## src/rtl/inst_queue.sv

```systemverilog
// Instruction queue between fetch and decode: circular FIFO of {pc, inst} pairs.
// Optional same-cycle fetch-to-decode bypass when empty: define INST_QUEUE_BYPASS_EN.
module inst_queue #(
  parameter int unsigned DEPTH = 4
) (
  input  logic                       clk,
  input  logic                       rst,
  input  logic                       flush,
  input  logic                       in_vld,
  input  logic [31:0]                in_pc,
  input  logic [31:0]                in_inst,
  output logic                       hold,
  output logic                       out_vld,
  output logic [31:0]                out_pc,
  output logic [31:0]                out_inst,
  input  logic                       out_rdy,
  output logic [$clog2(DEPTH):0]     count
);

  localparam int unsigned PTR_W = $clog2(DEPTH);
  localparam int unsigned CNT_W = PTR_W + 1;
  localparam logic [31:0] NOP   = 32'h0000_0013;

  typedef struct packed {
    logic [31:0] pc;
    logic [31:0] inst;
  } entry_t;

  entry_t             mem_q [DEPTH];
  logic [PTR_W-1:0]   wr_ptr_q, wr_ptr_d;
  logic [PTR_W-1:0]   rd_ptr_q, rd_ptr_d;
  logic [CNT_W-1:0]   count_q,  count_d;

  logic               empty;
  logic               full;
  logic               push;
  logic               pop;
  logic               bypass_act;
  logic               bypass_take;
  logic               wr_en;
  logic               rd_en;
  entry_t             head;

  assign empty = (count_q == '0);
  assign full  = (count_q == CNT_W'(DEPTH));
  assign head  = mem_q[rd_ptr_q];

`ifdef INST_QUEUE_BYPASS_EN
  assign bypass_act = empty & in_vld & ~flush;
`else
  assign bypass_act = 1'b0;
`endif

  // A bypassed entry consumed by decode in the same cycle never touches storage.
  assign bypass_take = bypass_act & out_rdy;

  assign hold    = full;
  assign out_vld = ~empty | bypass_act;
  assign push    = in_vld & ~hold & ~flush;
  assign pop     = out_vld & out_rdy & ~flush;
  assign wr_en   = push & ~bypass_take;
  assign rd_en   = pop  & ~bypass_take;
  assign count   = count_q;

  // Output mux: bypass source, queue head, or NOP when nothing is valid.
  always_comb begin
    out_pc   = 32'h0;
    out_inst = NOP;
    if (bypass_act) begin
      out_pc   = in_pc;
      out_inst = in_inst;
    end else if (!empty) begin
      out_pc   = head.pc;
      out_inst = head.inst;
    end
  end

  // Next-state for pointers and occupancy; flush overrides everything.
  always_comb begin
    wr_ptr_d = wr_ptr_q;
    rd_ptr_d = rd_ptr_q;
    count_d  = count_q;
    if (flush) begin
      wr_ptr_d = '0;
      rd_ptr_d = '0;
      count_d  = '0;
    end else begin
      if (wr_en) begin
        wr_ptr_d = wr_ptr_q + PTR_W'(1);
      end
      if (rd_en) begin
        rd_ptr_d = rd_ptr_q + PTR_W'(1);
      end
      unique case ({wr_en, rd_en})
        2'b10:   count_d = count_q + CNT_W'(1);
        2'b01:   count_d = count_q - CNT_W'(1);
        default: count_d = count_q;
      endcase
    end
  end

  always_ff @(posedge clk or negedge rst) begin
    if (!rst) begin
      wr_ptr_q <= '0;
      rd_ptr_q <= '0;
      count_q  <= '0;
    end else begin
      wr_ptr_q <= wr_ptr_d;
      rd_ptr_q <= rd_ptr_d;
      count_q  <= count_d;
    end
  end

  // Storage is not reset; occupancy alone defines which entries are live.
  always_ff @(posedge clk) begin
    if (wr_en) begin
      mem_q[wr_ptr_q] <= '{pc: in_pc, inst: in_inst};
    end
  end

endmodule

```

## config.mk

```make
export PLATFORM = sky130hd
export DESIGN_NAME = inst_queue
export DESIGN_NICKNAME = d
export VERILOG_FILES = /design/src/rtl/inst_queue.sv
export SDC_FILE = /design/constraint.sdc
export NUM_CORES = 1
export LEC_CHECK = 0
export BUFFER_PORTS_ARGS = -buffer_cell sky130_fd_sc_hd__buf_2
export CAP_MARGIN = 20
export CORE_ASPECT_RATIO = 1.25
export CORE_UTILIZATION = 57
export CTS_BUF_LIST = sky130_fd_sc_hd__clkbuf_16
export CTS_CLUSTER_DIAMETER = 200
export DETAILED_ROUTE_END_ITERATION = 8
export PLACE_DENSITY_LB_ADDON = 0.3
export SYNTH_ARGS = -nofsm -noshare
export SYNTH_HDL_FRONTEND = slang
export SYNTH_SLANG_ARGS = --single-unit
export TNS_END_PERCENT = 50
```

## constraint.sdc

```tcl
create_clock -name clk -period 4 [get_ports clk]
set_input_delay 0.6 -clock clk [delete_from_list [all_inputs] [get_ports clk]]
set_output_delay 0.6 -clock clk [all_outputs]
set_load 0.01 [all_outputs]
```

==> results.txt <==
----------------------------------------------------
[Run status]
  Status ... finished, final reports clean

[Worst setup path]
  Reg2Reg Setup Slack ... 1.47 ns
  Nature of the critical path endpoint ... output pin
  Number of cells on the worst reg-to-reg path ... 3
  Highest-delay cell along the critical path ... sky130_fd_sc_hd__dfrtp_4
  Startpoint types ... flop
  Worst path cell trace ... buf_12 > mux4_2 > and2_1 > buf_2
  Largest fanout on the critical path ... 43
  Required time reported for the critical path endpoint ... 3.40 ns
  CP arrival ... ~2.6 ns
  Critical path class ... flop to output pin
  Slowest stage delay, CP ... 0.74 ns
  Launch instance of the worst register-to-register path ... count[0]
  Capturing point of the worst reg2reg path ... mem_q[0][7]

[Cells and area]
  Final nets ... 684
  Area used by sequential logic in the layout ... 0.00787 mm²
  Final Non-Filler Cells ... 854
  Synth-to-layout area growth ... 16.4%
  Fraction of layout instances using a drive strength above 1 ... 39.6%
  Core utilization of the finished layout ... 68.1%
  Count of filler cells inserted in the layout ... 1138
  Area taken by multi-input logic gates ... 0.00220 mm²
  Summed area of non-filler cells in the final layout ... approximately 0.012 mm²

[STA]
  Setup Skew ... between 0.009 and 0.01 ns
  Setup repair after global routing missed its margin ... no
  Total negative slack ... 0 ns
  Max Freq ... 316 MHz
  Max-slew headroom at the worst pin ... 33.1%
  Worst Tran Pin Value ... 1.00 ns
  Clock period minus worst slack ... 3.16 ns
  Final setup viols ... 0
  Count of final hold-check violations ... 0
  Final count of pins violating max slew ... 0
  Final worst-path cycle share ... 79.1%

[Placed design]
  Final estimated routing congestion in global placement ... 0.723
  HPWL after DPL ... 10400 µm
  Count of buffers from port buffering ... around 140
  Area of placed instances ... 0.0111 mm²
  Number of placed instances, taps included ... 807

[Global routing]
  Global routing usage summed across all routing layers ... 20.8%
  Antenna violations before repair ... 2
  Pin count of the biggest net entering global routing ... between 60 and 70
  Wire length of the first global-routing pass ... 28900 µm
  Vias in the first global route ... ~5400
  Leftover overflow at the end of global routing ... 0

[Job]
  Max-Cap Viols ... 0

[Yosys]
  Yosys top cell area share ... 75.1%
  Dominant cell type by area after synthesis ... sky130_fd_sc_hd__edfxtp_1
  Primary flip-flop cell chosen by synthesis mapping ... sky130_fd_sc_hd__edfxtp_1
  Count of mapped cells out of synthesis ... about 470
  Nets in the synthesized netlist ... 545
  Leading cell types by count after synthesis ... 256 x sky130_fd_sc_hd__edfxtp_1, 66 x sky130_fd_sc_hd__and2_1, 64 x sky130_fd_sc_hd__mux4_2, 11 x sky130_fd_sc_hd__buf_2
  Unique masters post-synth ... 36
  Yosys warning count ... 0
  Mapped cell area ... 0.0102 mm²
  Post-synthesis sequential element count ... 263
  Most area-consuming cells after synthesis ... sky130_fd_sc_hd__edfxtp_1 75%, sky130_fd_sc_hd__mux4_2 14%, sky130_fd_sc_hd__and2_1 4.0%
  Sequential fraction of the synthesis area ... 76.8%
  Share of synthesized registers carrying an async set or reset ... 2.66%
  Number of enable-type register cells in the synthesized netlist ... 256
  Most instantiated library cell after synthesis ... sky130_fd_sc_hd__edfxtp_1
  Average size of a mapped cell ... 21.7 µm²

[Clock network]
  Number of setup buffers added after CTS ... 0
  Cell chosen for the clock root ... sky130_fd_sc_hd__clkbuf_16
  Clock tree from TritonCTS ... built
  Clock slew at reported path FFs ... 0.07 ns
  Cts bufs inserted ... 24
  Clock sink total ... about 260
  Clock network latency to the later pin of the worst-skew pair ... 0.50 ns
  CTS-repair resized insts ... 0
  Number of levels the H-tree was split into ... 1
  Longest Clk Path Bufs ... 3

[Hold path]
  Hold Crit Endpoint ... mem_q[3][25]
  Launch instance of the worst min-delay path ... in_inst[25]
  Worst hold path class ... input port to flop
  Cell depth of the worst hold path ... 1

[Detailed routing]
  Total vias in the final route ... 4850
  Remaining antenna violation count after routing ... 0
  Number of violations reported at the end of detailed-routing iteration 0 ... approximately 350
  Total detailed-routing wirelength ... approximately 18000 µm
  Post-route DRC violation count ... 0
  Number of optimization iterations in the first detailed-route pass ... 5
  Vias per cell ... roughly 5.7
  Detailed-route wire length per cell ... 21.6 µm

[Die]
  Vertical die dimension ... between 150 and 200 µm
  Chip Width ... roughly 120 µm
  Initial core utilization ... 58.5%
  Die Outline Area ... 0.0185 mm²
  Core outline area ... 0.0175 mm²
  Rows ... 54
  Number of top-level pins ... 138

[Power and ir drop]
  Power density cells ... 533 mW/mm²
  Leakage dissipation ... 4.11 nW
  Worst supply voltage drop on vdd ... slightly below 0.4 mV
  Total Power ... 6.35 mW

----------------------------------------------------
## per-stage QoR
| stage | setup WS, ns | hold slack, ns |
|---|---|---|
| 6_report | 0.835 | 0.309 |
| 4_1_cts | 0.772 | 0.293 |
| 2_1_floorplan | 0.914 | 0.304 |
| 3_3_place_gp | 1.32 | 0.439 |
| 3_5_place_dp | 1.31 | 0.446 |
| 5_1_grt | 0.675 | 0.296 |
## worst max path at each step
| stage | start | end | slack (ns) | depth (start not counted) |
|---|---|---|---|---|
| detailed placement | in_vld | mem_q[0][3] | 1.31 | 4 |
| finish | rd_ptr_q[0] | out_inst[20] | 0.84 | 4 |
| CTS | rd_ptr_q[0] | out_inst[20] | 0.77 | 4 |
| floorplan | in_vld | mem_q[0][0] | 0.91 | 4 |
| global route | rd_ptr_q[0] | out_inst[20] | 0.67 | 4 |
| global placement | rd_ptr_q[0] | out_inst[20] | 1.32 | 4 |
## what timing repair did
item                                   4_1_cts  5_1_grt
setup endpoints to repair                    0        0
hold buffers                                 1        0
endpoints found under the hold margin        7        0
## report_power, final
group / internal (mW) / leakage (nW) / switching [mW] / total (mW)
sequential: 3.12 / 2.42 / 0.0745 / 3.19
combinational: 0.404 / 1.28 / 0.419 / 0.824
clock: 1.39 / 0.418 / 0.941 / 2.33
total: 4.91 / 4.11 / 1.43 / 6.35
## sequential cells by signal (all words and copies together), names as in the netlist
| register | flops |
|---|---|
| wr_ptr_q | 2 |
| mem_q | 256 |
| count | 3 |
| rd_ptr_q | 2 |
## cells by family (layout without fill, tap and decap cells)
family          after synthesis  in the layout  synth area share (%)
simple gates                 87             87                  5.23
xor+xnor                      3              3                 0.257
other cells                   0              2                     0
buf+inv                      32            189                  1.75
fa+ha+maj                     5              5                 0.685
flops                       263            263                  76.8
compound gates               16             16                  1.05
mux                          65             65                  14.2
## critical path, delay by kind of cell (launching register included)
family	cells	cell delay [ns]
flops	1	0.74
mux	1	0.55
simple gates	1	0.20
buf+inv	2	0.53
## final cells by class
cell class	instances	share of cell area, %
clock inverter	19	1.59
timing repair buffer	139	6.01
antenna	2	0.0420
inverter	6	0.189
multi-input combinational	176	18.5
clock buffer	25	5.25
tap	224	2.35
sequential	263	66.1
## per-layer routing
layer,track usage (%),vias up,wire length [µm]
met5,0,-,0
met4,6.70,0,397
met3,3.23,27,814
met2,36.7,142,9850
met1,26.2,2500,7350
li1,-,2181,-
## placed cells by master, fill, tap and decap left out, drive strengths merged, types with 4 or more instances in the layout
cell type,n
nor2,6
ha,4
clkinv,10
bufinv,4
clkbuf,25
edfxtp,256
inv,10
mux4,64
dfrtp,7
buf,138
and2,66
Note: power is estimated with default switching activity, not from simulation.
